<file path="config.mk">
export PLATFORM = sky130hd
export DESIGN_NAME = dht11_frame_tx
export DESIGN_NICKNAME = d
export VERILOG_FILES = /design/src/rtl/dht11_pkg.sv /design/src/rtl/dht11_frame_tx_byte_serializer.sv /design/src/rtl/dht11_frame_tx.sv
export SDC_FILE = /design/constraint.sdc
export NUM_CORES = 1
export LEC_CHECK = 0
export CORE_MARGIN = 2
export CORE_UTILIZATION = 56
export CTS_BUF_LIST = sky130_fd_sc_hd__clkbuf_2 sky130_fd_sc_hd__clkbuf_4 sky130_fd_sc_hd__clkbuf_8
export DETAILED_ROUTE_END_ITERATION = 8
export GPL_TIMING_DRIVEN = 0
export PLACE_DENSITY_LB_ADDON = 0.2
export SETUP_SLACK_MARGIN = 0.02
export SYNTH_ARGS = -nofsm -noshare
export SYNTH_HDL_FRONTEND = slang
export SYNTH_SLANG_ARGS = --single-unit
</file>
<file path="constraint.sdc">
create_clock -name CLK -period 7.3 [get_ports CLK]
set_clock_uncertainty 0.1 [all_clocks]
set_input_delay 2.19 -clock CLK [delete_from_list [all_inputs] [get_ports CLK]]
set_output_delay 2.19 -clock CLK [all_outputs]
set_load 0.02 [all_outputs]
</file>
<file path="src/rtl/dht11_pkg.sv">
// dht11_pkg: shared FSM states, status codes and sizes for the DHT11 frame transmitter
package dht11_pkg;
    localparam int FRAME_LEN = 6;
    localparam int CNT_W = 26;
    typedef logic [2:0] state_t;
    localparam state_t S_IDLE  = 3'd0;
    localparam state_t S_KICK  = 3'd1;
    localparam state_t S_ARM   = 3'd2;
    localparam state_t S_MEAS  = 3'd3;
    localparam state_t S_LATCH = 3'd4;
    localparam state_t S_SEND  = 3'd5;
    localparam logic [7:0] ST_OK      = 8'h00;
    localparam logic [7:0] ST_CRC     = 8'h01;
    localparam logic [7:0] ST_TIMEOUT = 8'h02;
    localparam logic [7:0] ST_EMPTY   = 8'h03;
endpackage

</file>
<file path="src/rtl/dht11_frame_tx_byte_serializer.sv">
// dht11_frame_tx_byte_serializer: streams a latched frame byte by byte over valid/ready
module dht11_frame_tx_byte_serializer
    import dht11_pkg::*;
(
    input  logic                   clk,
    input  logic                   rst,
    input  logic                   load,
    input  logic [8*FRAME_LEN-1:0] frame,
    input  logic                   ready,
    output logic [7:0]             data,
    output logic                   valid,
    output logic [2:0]             index,
    output logic                   done
);
    logic [8*FRAME_LEN-1:0] frame_q;
    logic xfer;
    logic last;
    assign xfer = valid & ready;
    assign last = index == 3'(FRAME_LEN - 1);
    assign data = valid ? frame_q[{index, 3'b000} +: 8] : 8'h00;
    // Frame capture, index advance on each transfer, done pulse after the final byte
    always_ff @(posedge clk) begin
        if (rst) begin
            frame_q <= '0;
            valid   <= 1'b0;
            index   <= '0;
            done    <= 1'b0;
        end else begin
            done <= xfer & last;
            if (load) begin
                frame_q <= frame;
                valid   <= 1'b1;
                index   <= '0;
            end else if (xfer) begin
                valid <= !last;
                index <= last ? 3'd0 : index + 3'd1;
            end
        end
    end
endmodule

</file>
<file path="src/rtl/dht11_frame_tx.sv">
// dht11_frame_tx: drives a DHT11 reader measurement and sends a 6-byte status+data frame
module dht11_frame_tx
    import dht11_pkg::*;
#(
    parameter int ARM_TIMEOUT  = 1000,
    parameter int MEAS_TIMEOUT = 10_000_000
)(
    input  logic       CLK,
    input  logic       RST,
    input  logic       START,
    input  logic       SENS_WAIT,
    input  logic [7:0] HUM_INT,
    input  logic [7:0] HUM_FLOAT,
    input  logic [7:0] TEMP_INT,
    input  logic [7:0] TEMP_FLOAT,
    input  logic [7:0] CRC,
    output logic       SENS_EN,
    output logic       SENS_RST,
    output logic [7:0] TX_DATA,
    output logic       TX_VALID,
    input  logic       TX_READY,
    output logic       BUSY,
    output logic       DONE,
    output logic [7:0] STATUS
);
    state_t           state;
    logic [CNT_W-1:0] cnt;
    logic [CNT_W-1:0] cnt_inc;
    logic             tmo;
    logic [7:0]       sum;
    logic [7:0]       status_next;
    logic [2:0]       index;
    assign cnt_inc = cnt + 1'b1;
    assign sum = HUM_INT + HUM_FLOAT + TEMP_INT + TEMP_FLOAT;
    assign status_next = tmo ? ST_TIMEOUT
                       : ({HUM_INT, HUM_FLOAT, TEMP_INT, TEMP_FLOAT, CRC} == 40'd0) ? ST_EMPTY
                       : (sum != CRC) ? ST_CRC : ST_OK;
    assign SENS_EN  = state inside {S_KICK, S_ARM, S_MEAS, S_LATCH};
    assign SENS_RST = state == S_KICK;
    assign BUSY     = state != S_IDLE;
    // Measurement sequencing; a wait edge on the timeout cycle wins over the timeout
    always_ff @(posedge CLK) begin
        if (RST) begin
            state  <= S_IDLE;
            cnt    <= '0;
            tmo    <= 1'b0;
            STATUS <= ST_OK;
        end else begin
            case (state)
                S_IDLE: if (START) state <= S_KICK;
                S_KICK: begin
                    cnt   <= '0;
                    tmo   <= 1'b0;
                    state <= S_ARM;
                end
                S_ARM: begin
                    if (SENS_WAIT) begin
                        cnt   <= '0;
                        state <= S_MEAS;
                    end else if (cnt_inc == CNT_W'(ARM_TIMEOUT)) begin
                        tmo   <= 1'b1;
                        state <= S_LATCH;
                    end else begin
                        cnt <= cnt_inc;
                    end
                end
                S_MEAS: begin
                    if (!SENS_WAIT) begin
                        state <= S_LATCH;
                    end else if (cnt_inc == CNT_W'(MEAS_TIMEOUT)) begin
                        tmo   <= 1'b1;
                        state <= S_LATCH;
                    end else begin
                        cnt <= cnt_inc;
                    end
                end
                S_LATCH: begin
                    STATUS <= status_next;
                    state  <= S_SEND;
                end
                S_SEND: if (TX_VALID && TX_READY && index == 3'(FRAME_LEN - 1)) state <= S_IDLE;
                default: state <= S_IDLE;
            endcase
        end
    end
    dht11_frame_tx_byte_serializer u_ser (
        .clk   (CLK),
        .rst   (RST),
        .load  (state == S_LATCH),
        .frame ({CRC, TEMP_FLOAT, TEMP_INT, HUM_FLOAT, HUM_INT, status_next}),
        .ready (TX_READY),
        .data  (TX_DATA),
        .valid (TX_VALID),
        .index (index),
        .done  (DONE)
    );
endmodule

</file>
# After elaboration in Yosys (flattened, before gate mapping)
# Index checks and enable logic that the tools add are counted.
# op_classes
reduce_logical	13
add_sub_neg	5
bitwise_logic	2
n_eq_ne	19
shift	1
n_mux	24
# ops
op	n
26-bit two-way mux	4
26-bit case mux with 3 select lines	1
48-bit by 7-bit variable part select with 8-bit output	1
40-bit zero test	1
26-bit by 1-bit adder with 26-bit output (second input constant)	1
26-bit by 10-bit equality test with 1-bit output (second input constant)	1
26-bit by 24-bit equality test with 1-bit output (second input constant)	1
8-bit adder	3
3-bit two-way mux	7
3-bit case mux with 6 select lines	1
2-bit inequality test (second input constant)	5
3-bit equality test (second input constant)	3
8-bit two-way mux	1
8-bit inequality test	1
4-bit AND reduction	2
1-bit two-way mux	7
3-bit by 2-bit equality test with 1-bit output (second input constant)	2
3-bit by 2-bit inequality test with 1-bit output (second input constant)	2
3-bit nonzero test	2
5-bit AND reduction	1
2-bit two-way mux	2
2-bit by 1-bit inequality test with 1-bit output (second input constant)	2
4-bit nonzero test	1
3-bit by 1-bit adder with 3-bit output (second input constant)	1
9 further kinds	11
# totals
output_inout_bits	21
reg_bits	91
word_cells	72
inputBits	45

# Longest topological paths before layout
# logic_depth
depth_word	7
depth_mapped	14
depth_no_buf	14

# Cells and area by module
# A second synthesis with hierarchy kept.
# unflattened
hier_cells	624
area_unflattened_um2	5446.5
# modules_own_cells
mod	area_each_um2	seq_area_each_um2	cells_each	n_inst
dht11_frame_tx	3173.0	640.6	402	1
dht11_frame_tx_byte_serializer	2273.4	1061.0	222	1

# Worst setup path after synthesis
# OpenSTA, ideal clock, no wires.
# synth_timing
kind	input -> register
startpoint	input port HUM_INT[1]
endpoint	register u_ser.frame_q[0]
stages	14
n_path_buf	0
setup_slack_ns	2.267
setup_time_ns	0.128
arrival_ns	4.805
required_ns	7.072
cell_sequence	fa_1 inv_1 fa_1 inv_1 ha_1 fa_1 a21oi_1 o21bai_1 a21o_1 a21oi_1 xnor2_1 a311oi_1 a21oi_1 nor2_1
# synth_between
elab_chain_cells	7
word_cells_on_any_way	8
classes_between	3 x add/sub; 1 x eq/ne; 3 x mux; 1 x reduce/logical
# synth_lines
element	line	text
start: declaration	dht11_frame_tx.sv:12	input logic [7:0] HUM_INT,
8-bit adder (3 in a row)	dht11_frame_tx.sv:34	assign sum = HUM_INT + HUM_FLOAT + TEMP_INT + TEMP_FLOAT;
8-bit inequality test	dht11_frame_tx.sv:37	: (sum != CRC) ? ST_CRC : ST_OK;
1-bit two-way mux	dht11_frame_tx.sv:37	
2-bit two-way mux (*)	dht11_frame_tx.sv:36	: ({HUM_INT, HUM_FLOAT, TEMP_INT, TEMP_FLOAT, CRC} == 40'd0) ? ST_EMPTY
2-bit two-way mux (*)	dht11_frame_tx.sv:35	assign status_next = tmo ? ST_TIMEOUT
end signal: assignment	dht11_frame_tx_byte_serializer.sv:31	frame_q <= frame;
end: declaration	dht11_frame_tx_byte_serializer.sv:15	logic [8*FRAME_LEN-1:0] frame_q;
# Mark *: on every way between the ends. The rest lies on a longest branch, timed or not.
# A chain may end at the register's enable or synchronous reset.

# Worst setup path after layout
# layout_timing
startpoint	input port HUM_FLOAT[1]
endpoint	register u_ser.frame_q[0]
# layout_between
elab_chain_cells	7
word_cells_on_any_way	8
classes_between	3 x add/sub; 1 x eq/ne; 3 x mux; 1 x reduce/logical
# layout_lines
element	line	text
start: declaration	dht11_frame_tx.sv:13	input logic [7:0] HUM_FLOAT,
8-bit adder (3 in a row)	dht11_frame_tx.sv:34	
8-bit inequality test	dht11_frame_tx.sv:37	
1-bit two-way mux	dht11_frame_tx.sv:37	
2-bit two-way mux (*)	dht11_frame_tx.sv:36	
2-bit two-way mux (*)	dht11_frame_tx.sv:35	
# Marked as above.

==> qor.txt <==
Initial core utilization - 0.573
CTS tree - built
Detailed placer's ending HPWL - 11200 um
Vias in the first global route - 4784
Post-Syn Area - 4970 sq um
Setup total negative slack - 0 ns
Syn avg cell area - 7.85 sq um
CTS sink cnt - 77
Iteration count of the initial detailed-routing pass - 5
Count of buffers from port buffering - 58
Status - completed
Asr flop ratio synth - 0
Setup crit end kind - flop
DR WL met3 - 1400 um
Hold Crit Class - reg2reg
CTS buffer count - 9
Synthesized instance count - 633
CP max FO - 3
Final global-route overflow total - 0
Die W - 98.2 um
DR top layer - met4
Leak - 2.02 nW
Max cap viols - 0
Tcrit/Tclk final - 0.777
Slew @ Worst Pin - 1.00 ns
Die area - 9640 sq um
Antenna-violating nets left - 0
DR vias/cell - 6.15
Routed via count - 5039
Setup WS pre-CTS - 1.31 ns
Post-Route Utilization - 0.678
Sequential area share after synthesis - 0.310
Final Hold Viols - 0
Top delay family on crit path - adder cells
CP Class - in2reg
ANT cells - 0
Ys Warns - 0
Seq cells post-synth - 77
Max incr delay on CP - 0.56 ns
Total GRT Usage - 0.302
WL final - 14700 um
PwrDens - 196 nW/um^2
Max H-tree Level - 3
Critical-path top delay cell - fa_1
Die height - 98.2 um
Post-synth EDFFs - 0
Largest net degree at the start of global routing - 16
Nets@finish - 774
Max Clk Rate - 176 MHz
DRT iter0 DRCs - 418
Root buf cell - clkbuf_8
Setup Buffers After CTS - 0
Worst vdd ir - 0.113 mV
Clk pin slew, worst setup/hold paths - 0.09 ns
Gp weighted congestion - 0.972
Worst Slack Setup Final - 1.63 ns
Slew HR - 0.326
Crit path buf inv count - 3
Number of remaining DRC errors - 0
First-pass GRT wire length - 23500 um
Filler instances - 768
Initial antenna violation count - 0
Post-CTS sizing - 0
Site Rows - 34
Top Ports - 66
Placed Area - 5700 sq um
Crit-path cells - clkdlybuf4s50_1, fa_1, inv_1, fa_1, inv_1, ha_1, fa_1, a21oi_1, o21bai_1, a21o_1, a21oi_1, xnor2_1, a311oi_1, a21oi_1, nor2_1
Met2 routed WL - 6650 um
Worst Hold Slack - 0.357 ns
Hold Buf Count CTS - 0
Layout overhead on the synthesized area - 18.4%
Worst Setup Start Kind - input pin
Synth Flop Type - dfxtp_1
CORE AREA - 8680 sq um
WL per Instance - 17.9 um
Worst EP arrival - 5.86 ns
Multi-input logic area - 3110 sq um
Setup-failing EPs final - 0
Min Clock Period, post-route - 5.67 ns
Clock latency at the later pin of the worst-skew pair - 0.36 ns
Critical Path RT - 7.49 ns
Final std cells w/o fill - 820
Finished Cell Area - 5880 sq um
Unrepaired setup endpoints after global routing - false
CTS Buffer Depth - 2
Dpl cells - 804
Fin. max-slew vios - 0
Register area - 1540 sq um
Yosys cell types - 55
M1 WL - 6390 um
Final Power - 1.15 mW
Fraction of layout cells with a size suffix above 1 - 0.0801
cell usage after synthesis (4+ instances only):
cell / number / area (sq um)
o41ai_1: 8 / 70.1
nor2_1: 31 / 116
nor4_1: 21 / 131
buf_2: 10 / 50.1
a31oi_1: 8 / 50.1
clkbuf_1: 32 / 120
mux2i_1: 8 / 80.1
nand4_1: 10 / 62.6
o22ai_1: 9 / 56.3
fa_1: 14 / 280
a21oi_1: 56 / 280
nand2_1: 112 / 420
or2_2: 4 / 25.0
xnor2_1: 22 / 193
buf_4: 10 / 75.1
dfxtp_1: 77 / 1540
mux2_2: 7 / 78.8
a22oi_1: 6 / 45.0
ha_1: 8 / 100
inv_1: 22 / 82.6
nor3_1: 19 / 95.1
o21ai_0: 10 / 50.1
o31ai_1: 12 / 90.1
xor2_1: 10 / 87.6
or3_1: 5 / 31.3
nand3_1: 14 / 70.1
o21ai_1: 20 / 100
and2_1: 13 / 81.3
nand3b_1: 5 / 37.5
and3_1: 5 / 31.3
kinds of logic after synthesis:
| logic type | share of synthesized area |
|---|---|
| AND/OR/NAND/NOR | 0.259 |
| flip-flops | 0.310 |
| AO/OA/AOI/OAI | 0.189 |
| XOR/XNOR | 0.0564 |
| buffers and inverters | 0.0667 |
| multiplexers | 0.0410 |
| adder cells (fa/ha/maj) | 0.0766 |
| other | 0.000755 |
layout make-up:
| cell class | instances | share of cell area |
|---|---|---|
| well taps | 108 | 0.0230 |
| clock buffers | 9 | 0.0211 |
| repair buffers | 58 | 0.0987 |
| clock inverters | 7 | 0.00936 |
| inverters | 22 | 0.0140 |
| flip-flops and latches | 77 | 0.262 |
| plain buffers | 53 | 0.0423 |
| multi-input cells | 486 | 0.529 |
flip-flops by register name, summed over array words and instances (netlist names):
register	flops
cnt	26
tmo	1
u_ser.done	1
state	3
u_ser.valid	1
u_ser.frame_q	42
u_ser.index	3
final timing paths:
kind | from | end | slack (ns) | depth (start not counted)
setup / recovery | HUM_FLOAT[1] | u_ser.frame_q[0] | 1.63 | 15
hold / removal | u_ser.frame_q[12] | u_ser.frame_q[12] | 0.36 | 2
setup reg to reg | cnt[0] | cnt[12] | 3.25 | 12
hold reg to reg | u_ser.frame_q[12] | u_ser.frame_q[12] | 0.36 | 2
worst min-delay path, stage by stage (launching register included):
cell and delay (ns):
dfxtp_1 0.32, nand2_1 0.05, a21oi_1 0.05
cells in the final DEF, fill, tap and decap left out, drive strengths merged, types with 3 or more instances in the layout:
cell type        n
nand2          112
dfxtp           77
clkdlybuf4s50   58
a21oi           56
clkbuf          41
nor2            31
o21ai           30
inv             26
nor4            23
xnor2           22
buf             21
nor3            19
nand3           14
fa              14
and2            13
nand4           13
o31ai           12
xor2            10
o22ai            9
a31oi            8
o41ai            8
mux2i            8
ha               8
mux2             7
a22oi            6
conb             6
nand3b           5
and3             5
or3              5
or2              4
a2111oi          4
a21o             3
a211oi           3
o21bai           3
nor2b            3
a311oi           3
and4             3
where the power goes:
group	switching, mW	internal [mW]	total, mW
combinational	0.226	0.159	0.385
clock	0.181	0.128	0.309
sequential	0.0151	0.444	0.459
metal layers:
layer  track usage  vias up
met4        0.0769        0
met3        0.0558       22
li1              -     2391
met2         0.476      262
met5             0        -
met1         0.432     2364
(Power assumes the default switching activity.)
